File: src/rtl/crono_pkg.sv
// Shared definitions for the crono stopwatch/timer core: state encoding,
// BCD digit width and nibble clamping.
package crono_pkg;

   localparam int BCD_W = 4;

   typedef enum logic [1:0] {
      ST_IDLE  = 2'd0,
      ST_RUN   = 2'd1,
      ST_PAUSE = 2'd2,
      ST_DONE  = 2'd3
   } crono_state_t;

   // Digits above 9 from the switch layer are treated as 9.
   function automatic logic [BCD_W-1:0] clamp_nibble(input logic [BCD_W-1:0] n);
      return (n > 4'd9) ? 4'd9 : n;
   endfunction

endpackage

File: src/rtl/bcd_updown_counter.sv
// Packed-BCD up/down counter with load. match compares the value about to be
// written (load/step applied) against cmp, so the caller sees hits on the same edge.
module bcd_updown_counter
   import crono_pkg::*;
#(
   parameter int DIGITS = 4,
   localparam int W = BCD_W * DIGITS
) (
   input  logic         clk,
   input  logic         reset,
   input  logic         load,
   input  logic [W-1:0] load_val,
   input  logic         step,
   input  logic         dir,
   input  logic [W-1:0] cmp,
   output logic [W-1:0] value,
   output logic         match
);

   logic [W-1:0]     value_q;
   logic [W-1:0]     value_d;
   logic [W-1:0]     stepped;
   logic             carry;
   logic [BCD_W-1:0] nib;

   // dir=0 counts up with 9->0 carry, dir=1 counts down with 0->9 borrow.
   always_comb begin
      stepped = value_q;
      carry   = 1'b1;
      nib     = '0;
      for (int i = 0; i < DIGITS; i++) begin
         nib = value_q[i*BCD_W +: BCD_W];
         if (carry) begin
            if (!dir) begin
               if (nib >= 4'd9) begin
                  stepped[i*BCD_W +: BCD_W] = 4'd0;
               end else begin
                  stepped[i*BCD_W +: BCD_W] = nib + 4'd1;
                  carry = 1'b0;
               end
            end else begin
               if (nib == 4'd0) begin
                  stepped[i*BCD_W +: BCD_W] = 4'd9;
               end else begin
                  stepped[i*BCD_W +: BCD_W] = nib - 4'd1;
                  carry = 1'b0;
               end
            end
         end
      end
   end

   always_comb begin
      value_d = value_q;
      if (load) begin
         value_d = load_val;
      end else if (step) begin
         value_d = stepped;
      end
   end

   assign match = (value_d == cmp);
   assign value = value_q;

   always_ff @(posedge clk or negedge reset) begin
      if (!reset) begin
         value_q <= '0;
      end else begin
         value_q <= value_d;
      end
   end

endmodule

File: src/rtl/crono_temp_core.sv
// Stopwatch / countdown-timer core: tick prescaler, control FSM and BCD counter.
//   state | meaning
//   IDLE  | digits track idle value (0 or clamped preset); wait for start
//   RUN   | prescaler running, digits step once per tick
//   PAUSE | prescaler and digits frozen
//   DONE  | end value reached, digits hold it
module crono_temp_core
   import crono_pkg::*;
#(
   parameter int CLK_HZ  = 50000000,
   parameter int TICK_HZ = 1,
   parameter int DIGITS  = 4,
   localparam int W = BCD_W * DIGITS
) (
   input  logic         clk,
   input  logic         reset,
   input  logic         mode,
   input  logic         start_stop,
   input  logic         clear,
   input  logic [W-1:0] preset,
   input  logic [W-1:0] limit,
   output logic [W-1:0] digits,
   output logic [1:0]   state,
   output logic         running,
   output logic         done,
   output logic         tick
);

   localparam int DIV = CLK_HZ / TICK_HZ;
   localparam int PW  = (DIV < 2) ? 1 : $clog2(DIV);

   generate
      if (DIV < 2) begin : g_div_check
         $error("crono_temp_core: CLK_HZ/TICK_HZ must be at least 2");
      end
   endgenerate

   crono_state_t state_q, state_d;
   logic [PW-1:0] presc_q, presc_d;
   logic          mode_q, mode_d;
   logic [W-1:0]  end_q, end_d;
   logic          done_q, done_d;
   logic          tick_q, tick_d;

   logic [W-1:0]  preset_c, limit_c;
   logic [W-1:0]  idle_val, idle_end, cmp_val;
   logic          load, step, dir, match;
   logic          presc_wrap;

   always_comb begin
      preset_c = '0;
      limit_c  = '0;
      for (int i = 0; i < DIGITS; i++) begin
         preset_c[i*BCD_W +: BCD_W] = clamp_nibble(preset[i*BCD_W +: BCD_W]);
         limit_c[i*BCD_W +: BCD_W]  = clamp_nibble(limit[i*BCD_W +: BCD_W]);
      end
   end

   assign idle_val   = mode ? preset_c : '0;
   assign idle_end   = mode ? '0 : limit_c;
   // Live inputs only matter in IDLE; afterwards the latched copies are used.
   assign cmp_val    = (state_q == ST_IDLE) ? idle_end : end_q;
   assign dir        = (state_q == ST_IDLE) ? mode : mode_q;
   assign presc_wrap = (presc_q == PW'(DIV - 1));

   bcd_updown_counter #(.DIGITS(DIGITS)) u_cnt (
      .clk      (clk),
      .reset    (reset),
      .load     (load),
      .load_val (idle_val),
      .step     (step),
      .dir      (dir),
      .cmp      (cmp_val),
      .value    (digits),
      .match    (match)
   );

   always_comb begin
      state_d = state_q;
      presc_d = presc_q;
      mode_d  = mode_q;
      end_d   = end_q;
      done_d  = 1'b0;
      tick_d  = 1'b0;
      load    = 1'b0;
      step    = 1'b0;
      if (clear) begin
         state_d = ST_IDLE;
         presc_d = '0;
         load    = 1'b1;
      end else begin
         case (state_q)
            ST_IDLE: begin
               load = 1'b1;
               if (start_stop) begin
                  mode_d  = mode;
                  end_d   = idle_end;
                  presc_d = '0;
                  if (match) begin
                     state_d = ST_DONE;
                     done_d  = 1'b1;
                  end else begin
                     state_d = ST_RUN;
                  end
               end
            end
            ST_RUN: begin
               if (presc_wrap) begin
                  presc_d = '0;
                  step    = 1'b1;
                  tick_d  = 1'b1;
                  if (match) begin
                     state_d = ST_DONE;
                     done_d  = 1'b1;
                  end else if (start_stop) begin
                     state_d = ST_PAUSE;
                  end
               end else begin
                  presc_d = presc_q + 1'b1;
                  if (start_stop) state_d = ST_PAUSE;
               end
            end
            ST_PAUSE: begin
               if (start_stop) state_d = ST_RUN;
            end
            ST_DONE: begin
               if (start_stop) state_d = ST_IDLE;
            end
            default: state_d = ST_IDLE;
         endcase
      end
   end

   always_ff @(posedge clk or negedge reset) begin
      if (!reset) begin
         state_q <= ST_IDLE;
         presc_q <= '0;
         mode_q  <= 1'b0;
         end_q   <= '0;
         done_q  <= 1'b0;
         tick_q  <= 1'b0;
      end else begin
         state_q <= state_d;
         presc_q <= presc_d;
         mode_q  <= mode_d;
         end_q   <= end_d;
         done_q  <= done_d;
         tick_q  <= tick_d;
      end
   end

   assign state   = state_q;
   assign running = (state_q == ST_RUN);
   assign done    = done_q;
   assign tick    = tick_q;

endmodule
File: config.mk
export PLATFORM = sky130hd
export DESIGN_NAME = crono_temp_core
export DESIGN_NICKNAME = d
export VERILOG_FILES = /design/src/rtl/crono_pkg.sv /design/src/rtl/bcd_updown_counter.sv /design/src/rtl/crono_temp_core.sv
export SDC_FILE = /design/constraint.sdc
export NUM_CORES = 1
export LEC_CHECK = 0
export BUFFER_PORTS_ARGS = -buffer_cell sky130_fd_sc_hd__buf_4
export CORE_AREA = 2 2 81 114
export CTS_BUF_LIST = sky130_fd_sc_hd__clkbuf_16
export CTS_CLUSTER_DIAMETER = 60
export DETAILED_ROUTE_END_ITERATION = 10
export DIE_AREA = 0 0 83 116
export PLACE_DENSITY_LB_ADDON = 0.05
export SLEW_MARGIN = 15
export SYNTH_ARGS = -nofsm -noshare
export SYNTH_HDL_FRONTEND = slang
export SYNTH_HIERARCHICAL = 1
export SYNTH_SLANG_ARGS = --single-unit
File: constraint.sdc
create_clock -name clk -period 7.5 [get_ports clk]
set_input_delay 0.75 -clock clk [delete_from_list [all_inputs] [get_ports clk]]
set_output_delay 0.75 -clock clk [all_outputs]
set_load 0.1 [all_outputs]
==> metrics.txt, run 1 <==
CP Launch Type=register; CTS tree=done; initial DRC count=365; pre-CTS WS=3080 ps; total power=0.00110 W; Pwr Density=190 nW/um^2; First-pass DRT Iterations=5; starting density of the core=59.3%; critical path data required time=7750 ps; Die H=116 microns; Final period util=59.2%; post-route insts no fill=748; RSZ-0062 raised after global routing=no; Slew Limit Fails=0; first-pass GRT wire length=22100 microns; GR Util met2=52.2%; most common cell in the synthesized netlist=nand2_1; met1 Usage GRT=32.5%; highest net fanout along the worst path=12; routed len/inst=18.1 microns; vias per cell=6.23; fin crit period=4440 ps; Max Fclk=225 MHz; post-route setup slack=3060 ps; initial antenna violation count=0; GRT Util Overall=28.8%; area of the multi-input gates=3240 sq um; Max H-tree Level=3; DIE WIDTH=83 microns; Synth top cells by count=80 x nand2_1, 67 x o21ai_0, 63 x dfrtp_1; clock transition at the registers of the reported paths=50 ps; Root Buffer=clkbuf_16; Yosys cell types=83; cts hold-fix bufs=0; Hold Vio Cnt, Final=0; pin count of the biggest net entering global routing=64; status=finished, final reports clean; EDFF count, synth=0; grt total ovfl=0; post-CTS sizing=0; Pleak=2.45 nW; Layout area overhead=13.5%; Synth Area per Inst=8.45 sq um; max-cap violations=0; setup violators final=0; Tightest Pin Transition=978 ps; routed wire length=13600 microns; Ys Warns=6; I/O pin count=58; vias in the first global route=4531; Main synth FF type=dfrtp_1; Clock Tree Buf Depth=2; clk_lat worst skew=330 ps; Total Die Area=9630 sq um; synthesized instance count=601; RD Place Congestion=1.00; Critical Path AT=4690 ps; Synth area leader=dfrtp_1; Vias=4658; sequential area share after synthesis=31.0%; final core utilization=67.4%; post-DP HPWL=9920 microns; FFs w/ async S/R, synth=100%; number of setup buffers added after CTS=0; row count=40; setup TNS=0 ps; FF+latch count, synth=63; # diodes=0; crit path capture type=register; top cells by area, synth=dfrtp_1 31%, o21ai_0 6.6%, nand2_1 5.9%; GRT busiest layer=met2; GR Util met3=5.56%; DRC Markers=0; CTS buffer count=9; Post-Syn Nets=652; HP Class=register to register; DP Cell Count=732; FF+latch area=1580 sq um; Nets=689; Cell Area, Synth=5080 sq um; share of layout cells above drive strength 1=17.0%; clock tree skew after final layout=6.84 ps; peak supply drop=0.000124 V; slew margin rel.=34.8%; ANT nets after route=0; clock sinks=63; # fillers=713; Placeable Area=8560 sq um; Port Buffer Count=57; worst setup path class=register to register; post-synth top area share=31.0%
-- sequential cells by signal (all words and copies together), names as in the netlist --
register and flops:
presc_q 26, u_cnt/value 16, tick 1, state 2, end_q 16, done 1, mode_q 1
-- cell usage in the layout, fill, tap and decap left out, types with 13 or more instances in the layout --
cell and count:
o21a_1 13, o21ai_0 67, a21oi_1 27, nand2b_1 14, dfrtp_1 63, xnor2_1 26, inv_1 27, nand2_1 80
xor2_1 13, nor3_1 15, ha_1 14, buf_4 58, nand3_1 13, nor2_1 32
-- area by class of cell --
class | count | share of cell area (%)
multi-input cells | 479 | 56.2
clock buffers | 9 | 3.91
well taps | 105 | 2.28
inverters | 27 | 1.76
repair buffers | 58 | 7.55
clock inverters | 7 | 0.977
flip-flops and latches | 63 | 27.3
-- through the flow --
| step | hold WS (ps) | instance area, sq um |
|---|---|---|
| 2_1_floorplan | 450 | 5080 |
| 3_3_place_gp | 462 | 5480 |
| 3_5_place_dp | 472 | 5480 |
| 4_1_cts | 484 | 5760 |
| 5_1_grt | 501 | 5760 |
| 6_report | 478 | 5760 |
-- worst max-delay path, cell delays in order, from the launching register on --
cell and delay (ps):
dfrtp_1 520, or4_4 580, nor4_4 220, and3_1 460
inv_2 150, o32ai_4 520, o211ai_4 190, mux2_1 340
mux2_4 290, xnor2_2 110, o211ai_1 120, nor4b_2 420
o21bai_1 120, nor2_1 100, a21oi_1 50, a21oi_1 150
-- cells by family (layout without fill, tap and decap cells) --
logic type | count (synthesis) | in the layout | synth area share (%)
DFF | 63 | 63 | 31.0
and+or+nand+nor | 236 | 236 | 26.5
buffers and inverters | 59 | 101 | 5.17
muxes | 15 | 15 | 3.25
AOI/OAI and AO/OA | 174 | 174 | 23.5
adders and majority gates | 14 | 14 | 3.45
xor gates and xnor gates | 40 | 40 | 7.05
-- path summary, 6_finish.rpt --
| check | from | end | slack (ps) | depth (start not counted) |
|---|---|---|---|---|
| min in group asynchronous | reset | presc_q[7] | 510 | 1 |
| min | end_q[0] | end_q[0] | 480 | 2 |
| max in group asynchronous | reset | u_cnt/value[8] | 6440 | 1 |
| max reg2reg | presc_q[9] | state[1] | 3060 | 15 |
| max | presc_q[9] | state[1] | 3060 | 15 |
| min reg2reg | end_q[0] | end_q[0] | 480 | 2 |
-- power by group --
group	internal (W)	leakage, nW	switching [W]
Combinational	0.000105	1.45	0.000202
Clock	0.000251	0.149	0.000149
Sequential	0.000361	0.849	0.0000283
-- layer usage --
layer,part of all wire (%),vias to the layer above,wire [microns]
met3,4.1,32,557
met5,0,-,0
li1,-,2245,-
met1,40,2227,5390
met2,52,154,7110
met4,3.8,0,517
(Power assumes the default switching activity.)
==> run 2, diff against run 1 <==
--- a/config.mk
+++ b/config.mk
@@ -5,12 +5,13 @@
 export SDC_FILE = /design/constraint.sdc
 export NUM_CORES = 1
 export LEC_CHECK = 0
+export ABC_AREA = 1
 export BUFFER_PORTS_ARGS = -buffer_cell sky130_fd_sc_hd__buf_4
-export CORE_AREA = 2 2 81 114
+export CORE_AREA = 2 2 86 121
 export CTS_BUF_LIST = sky130_fd_sc_hd__clkbuf_16
 export CTS_CLUSTER_DIAMETER = 60
 export DETAILED_ROUTE_END_ITERATION = 10
-export DIE_AREA = 0 0 83 116
+export DIE_AREA = 0 0 88 123
 export PLACE_DENSITY_LB_ADDON = 0.05
 export SLEW_MARGIN = 15
 export SYNTH_ARGS = -nofsm -noshare
==> constraint.sdc (replaced) <==
create_clock -name clk -period 3.7 [get_ports clk]
set_input_delay 0.37 -clock clk [delete_from_list [all_inputs] [get_ports clk]]
set_output_delay 0.37 -clock clk [all_outputs]
set_load 0.1 [all_outputs]
==> metrics.txt, run 2 <==
Critical-path top delay cell=dfrtp_1 (was or4_4); Layout area overhead=16.7% (was 13.5%); largest register by flop count=presc_q (unchanged); max reg flops=26 (unchanged); RR Endpoint=state[1] (unchanged); most common cell in the synthesized netlist=nand2_1 (unchanged); HP Class=primary input to async pin (was register to register); Critical path buffers and inverters=3 (was 1); R2R Setup Slk=390 ps (was 3060 ps); Vias=5319 (was 4658); post-route setup slack=395 ps (was 3060 ps); Max Fclk=303 MHz (was 225 MHz); EDFF count, synth=0 (unchanged); Pwr Density=407 nW/um^2 (was 190 nW/um^2); FFs w/ async S/R, synth=100% (unchanged); routed len/inst=13.8 microns (was 18.1 microns); I/O pin count=58 (unchanged); Die H=123 microns (was 116 microns); reg2reg start=presc_q[0] (was presc_q[9]); commonest non-fill, non-tap cells in the layout=252 x nand2_1, 102 x inv_1, 92 x nor2_1, 78 x nand3_1, 66 x buf_4 (was 80 x nand2_1, 67 x o21ai_0, 63 x dfrtp_1, 58 x buf_4, 32 x nor2_1); DRC Markers=0 (unchanged); Hold Vio Cnt, Final=0 (unchanged); ANT nets after route=0 (unchanged); Nets=924 (was 689); Synth top cells by count=252 x nand2_1, 100 x inv_1, 94 x nor2_1 (was 80 x nand2_1, 67 x o21ai_0, 63 x dfrtp_1); Port Buffer Count=57 (unchanged); clk_lat worst skew=330 ps (about the same); Main synth FF type=dfrtp_1 (unchanged); pin count of the biggest net entering global routing=64 (unchanged); Root Buffer=clkbuf_16 (unchanged); share of layout cells above drive strength 1=16.3% (was 17.0%); Total Die Area=10800 sq um (was 9630 sq um); Final period util=89.3% (was 59.2%); setup TNS=0 ps (unchanged); Tightest Pin Transition=819 ps (was 978 ps); # diodes=0 (unchanged); Slew Limit Fails=0 (unchanged); synthesized instance count=813 (was 601); worst reg2reg path depth=28 (was 15); worst setup path class=register to register (unchanged); highest net fanout along the worst path=7 (was 12); starting density of the core=52.9% (was 59.3%); status=finished, final reports clean (unchanged); number of setup buffers added after CTS=0 (unchanged); CTS tree=done (unchanged); Synth Area per Inst=6.34 sq um (was 8.45 sq um); post-synth top area share=30.6% (was 31.0%); clock tree skew after final layout=7.06 ps (was 6.84 ps); Ys Warns=6 (unchanged); grt total ovfl=0 (unchanged); pre-CTS WS=310 ps (was 3080 ps); most common cell after layout, fill and taps aside=nand2_1 (unchanged); cell family with most CP delay=simple AND/OR/NAND/NOR gates (unchanged); max incr delay on CP=390 ps (was 580 ps); Clock Tree Buf Depth=2 (unchanged); Max H-tree Level=3 (unchanged); clock sinks=63 (unchanged); cts hold-fix bufs=0 (unchanged); vias per cell=5.25 (was 6.23); sequential area share after synthesis=30.6% (was 31.0%); First-pass DRT Iterations=5 (unchanged); Pleak=3.02 nW (was 2.45 nW); max-cap violations=0 (unchanged); # fillers=966 (was 713); CTS buffer count=9 (unchanged); first-pass GRT wire length=23200 microns (was 22100 microns); initial antenna violation count=0 (unchanged); Critical Path AT=3570 ps (was 4690 ps); Placeable Area=9740 sq um (was 8560 sq um); routed wire length=14000 microns (was 13600 microns); slew margin rel.=45.4% (was 34.8%); CP Launch Type=register (unchanged); Synth area leader=dfrtp_1 (unchanged); crit path capture type=register (unchanged); critical path data required time=3960 ps (was 7750 ps); Cell Area, Synth=5150 sq um (was 5080 sq um); clock transition at the registers of the reported paths=50 ps (about the same); RD Place Congestion=0.948 (was 1.00); top cells by area, synth=dfrtp_1 31%, nand2_1 18%, nand3_1 7.6% (was dfrtp_1 31%, o21ai_0 6.6%, nand2_1 5.9%); fin crit period=3310 ps (was 4440 ps); Post-Syn Nets=864 (was 652); setup violators final=0 (unchanged); Worst path most repeated cell=nand2_1 (was a21oi_1); vias in the first global route=5027 (was 4531); initial DRC count=295 (was 365); peak supply drop=0.000416 V (was 0.000124 V); DIE WIDTH=88 microns (was 83 microns); Worst Hold Slack=123 ps (was 478 ps); total power=0.00245 W (was 0.00110 W); post-DP HPWL=10900 microns (was 9920 microns); Yosys cell types=41 (was 83); FF+latch count, synth=63 (unchanged); GRT Util Overall=27.6% (was 28.8%); row count=43 (was 40)
## run 2: report_power, final
part | total [W] | switching [W] | internal [W]
registers | 0.000805 | 0.0000570 | 0.000748
clock network | 0.000798 | 0.000289 | 0.000509
logic | 0.000846 | 0.000589 | 0.000257
total | 0.00245 | 0.000935 | 0.00151
## run 2: timing repair
| action | CTS | global route |
|---|---|---|
| gates resized for setup | 0 | 2 |
| setup endpoints to repair | 0 | 3 |
| hold endpoints to repair | 0 | 0 |
## run 2: cells by family after synthesis
logic type	count (synthesis)	share of synthesized area (%)
and+or+nand+nor	507	44.6
AOI/OAI and AO/OA	90	9.81
adders and majority gates	14	3.40
xor gates and xnor gates	10	1.70
buffers and inverters	129	9.93
DFF	63	30.6
## run 2: cell type report
| cell class | instances | area (sq um) | share of cell area (%) |
|---|---|---|---|
| clock buffer | 9 | 225 | 3.74 |
| timing repair buffer | 66 | 495 | 8.24 |
| tap | 135 | 169 | 2.81 |
| multi-input combinational | 621 | 3070 | 51.0 |
| inverter | 112 | 422 | 7.01 |
| clock inverter | 7 | 56.3 | 0.936 |
| sequential | 63 | 1580 | 26.2 |
## run 2: metal layers
layer  global-route usage (%)  part of all wire [%]  up-vias  wire length (microns)
met2                     52.2                    55      151                   7660
met5                        0                     0        -                      0
met1                     29.8                    38     2430                   5340
li1                         -                     -     2700                      -
met3                     3.34                   3.6       38                    503
met4                     13.1                   3.6        0                    509
## run 2: worst max-delay path by stage
stage | from | to | slack [ps] | cells past startpoint
2_1_floorplan | state[1] | state[1] | 80 | 21
3_5_place_dp | presc_q[0] | state[1] | 310 | 28
4_1_cts | presc_q[0] | state[1] | 270 | 28
6_report | presc_q[0] | state[1] | 390 | 28
3_3_place_gp | presc_q[0] | state[1] | 330 | 28
5_1_grt | presc_q[0] | state[1] | -3 | 28
## run 2: stage by stage
step                std cells  util, %  cell area (sq um)
detailed placement        997     58.8               5730
finish                   1013     61.8               6010
global route             1013     61.8               6010
CTS                      1013     61.7               6010
global placement          997     58.8               5730
floorplan                 813        -               5150
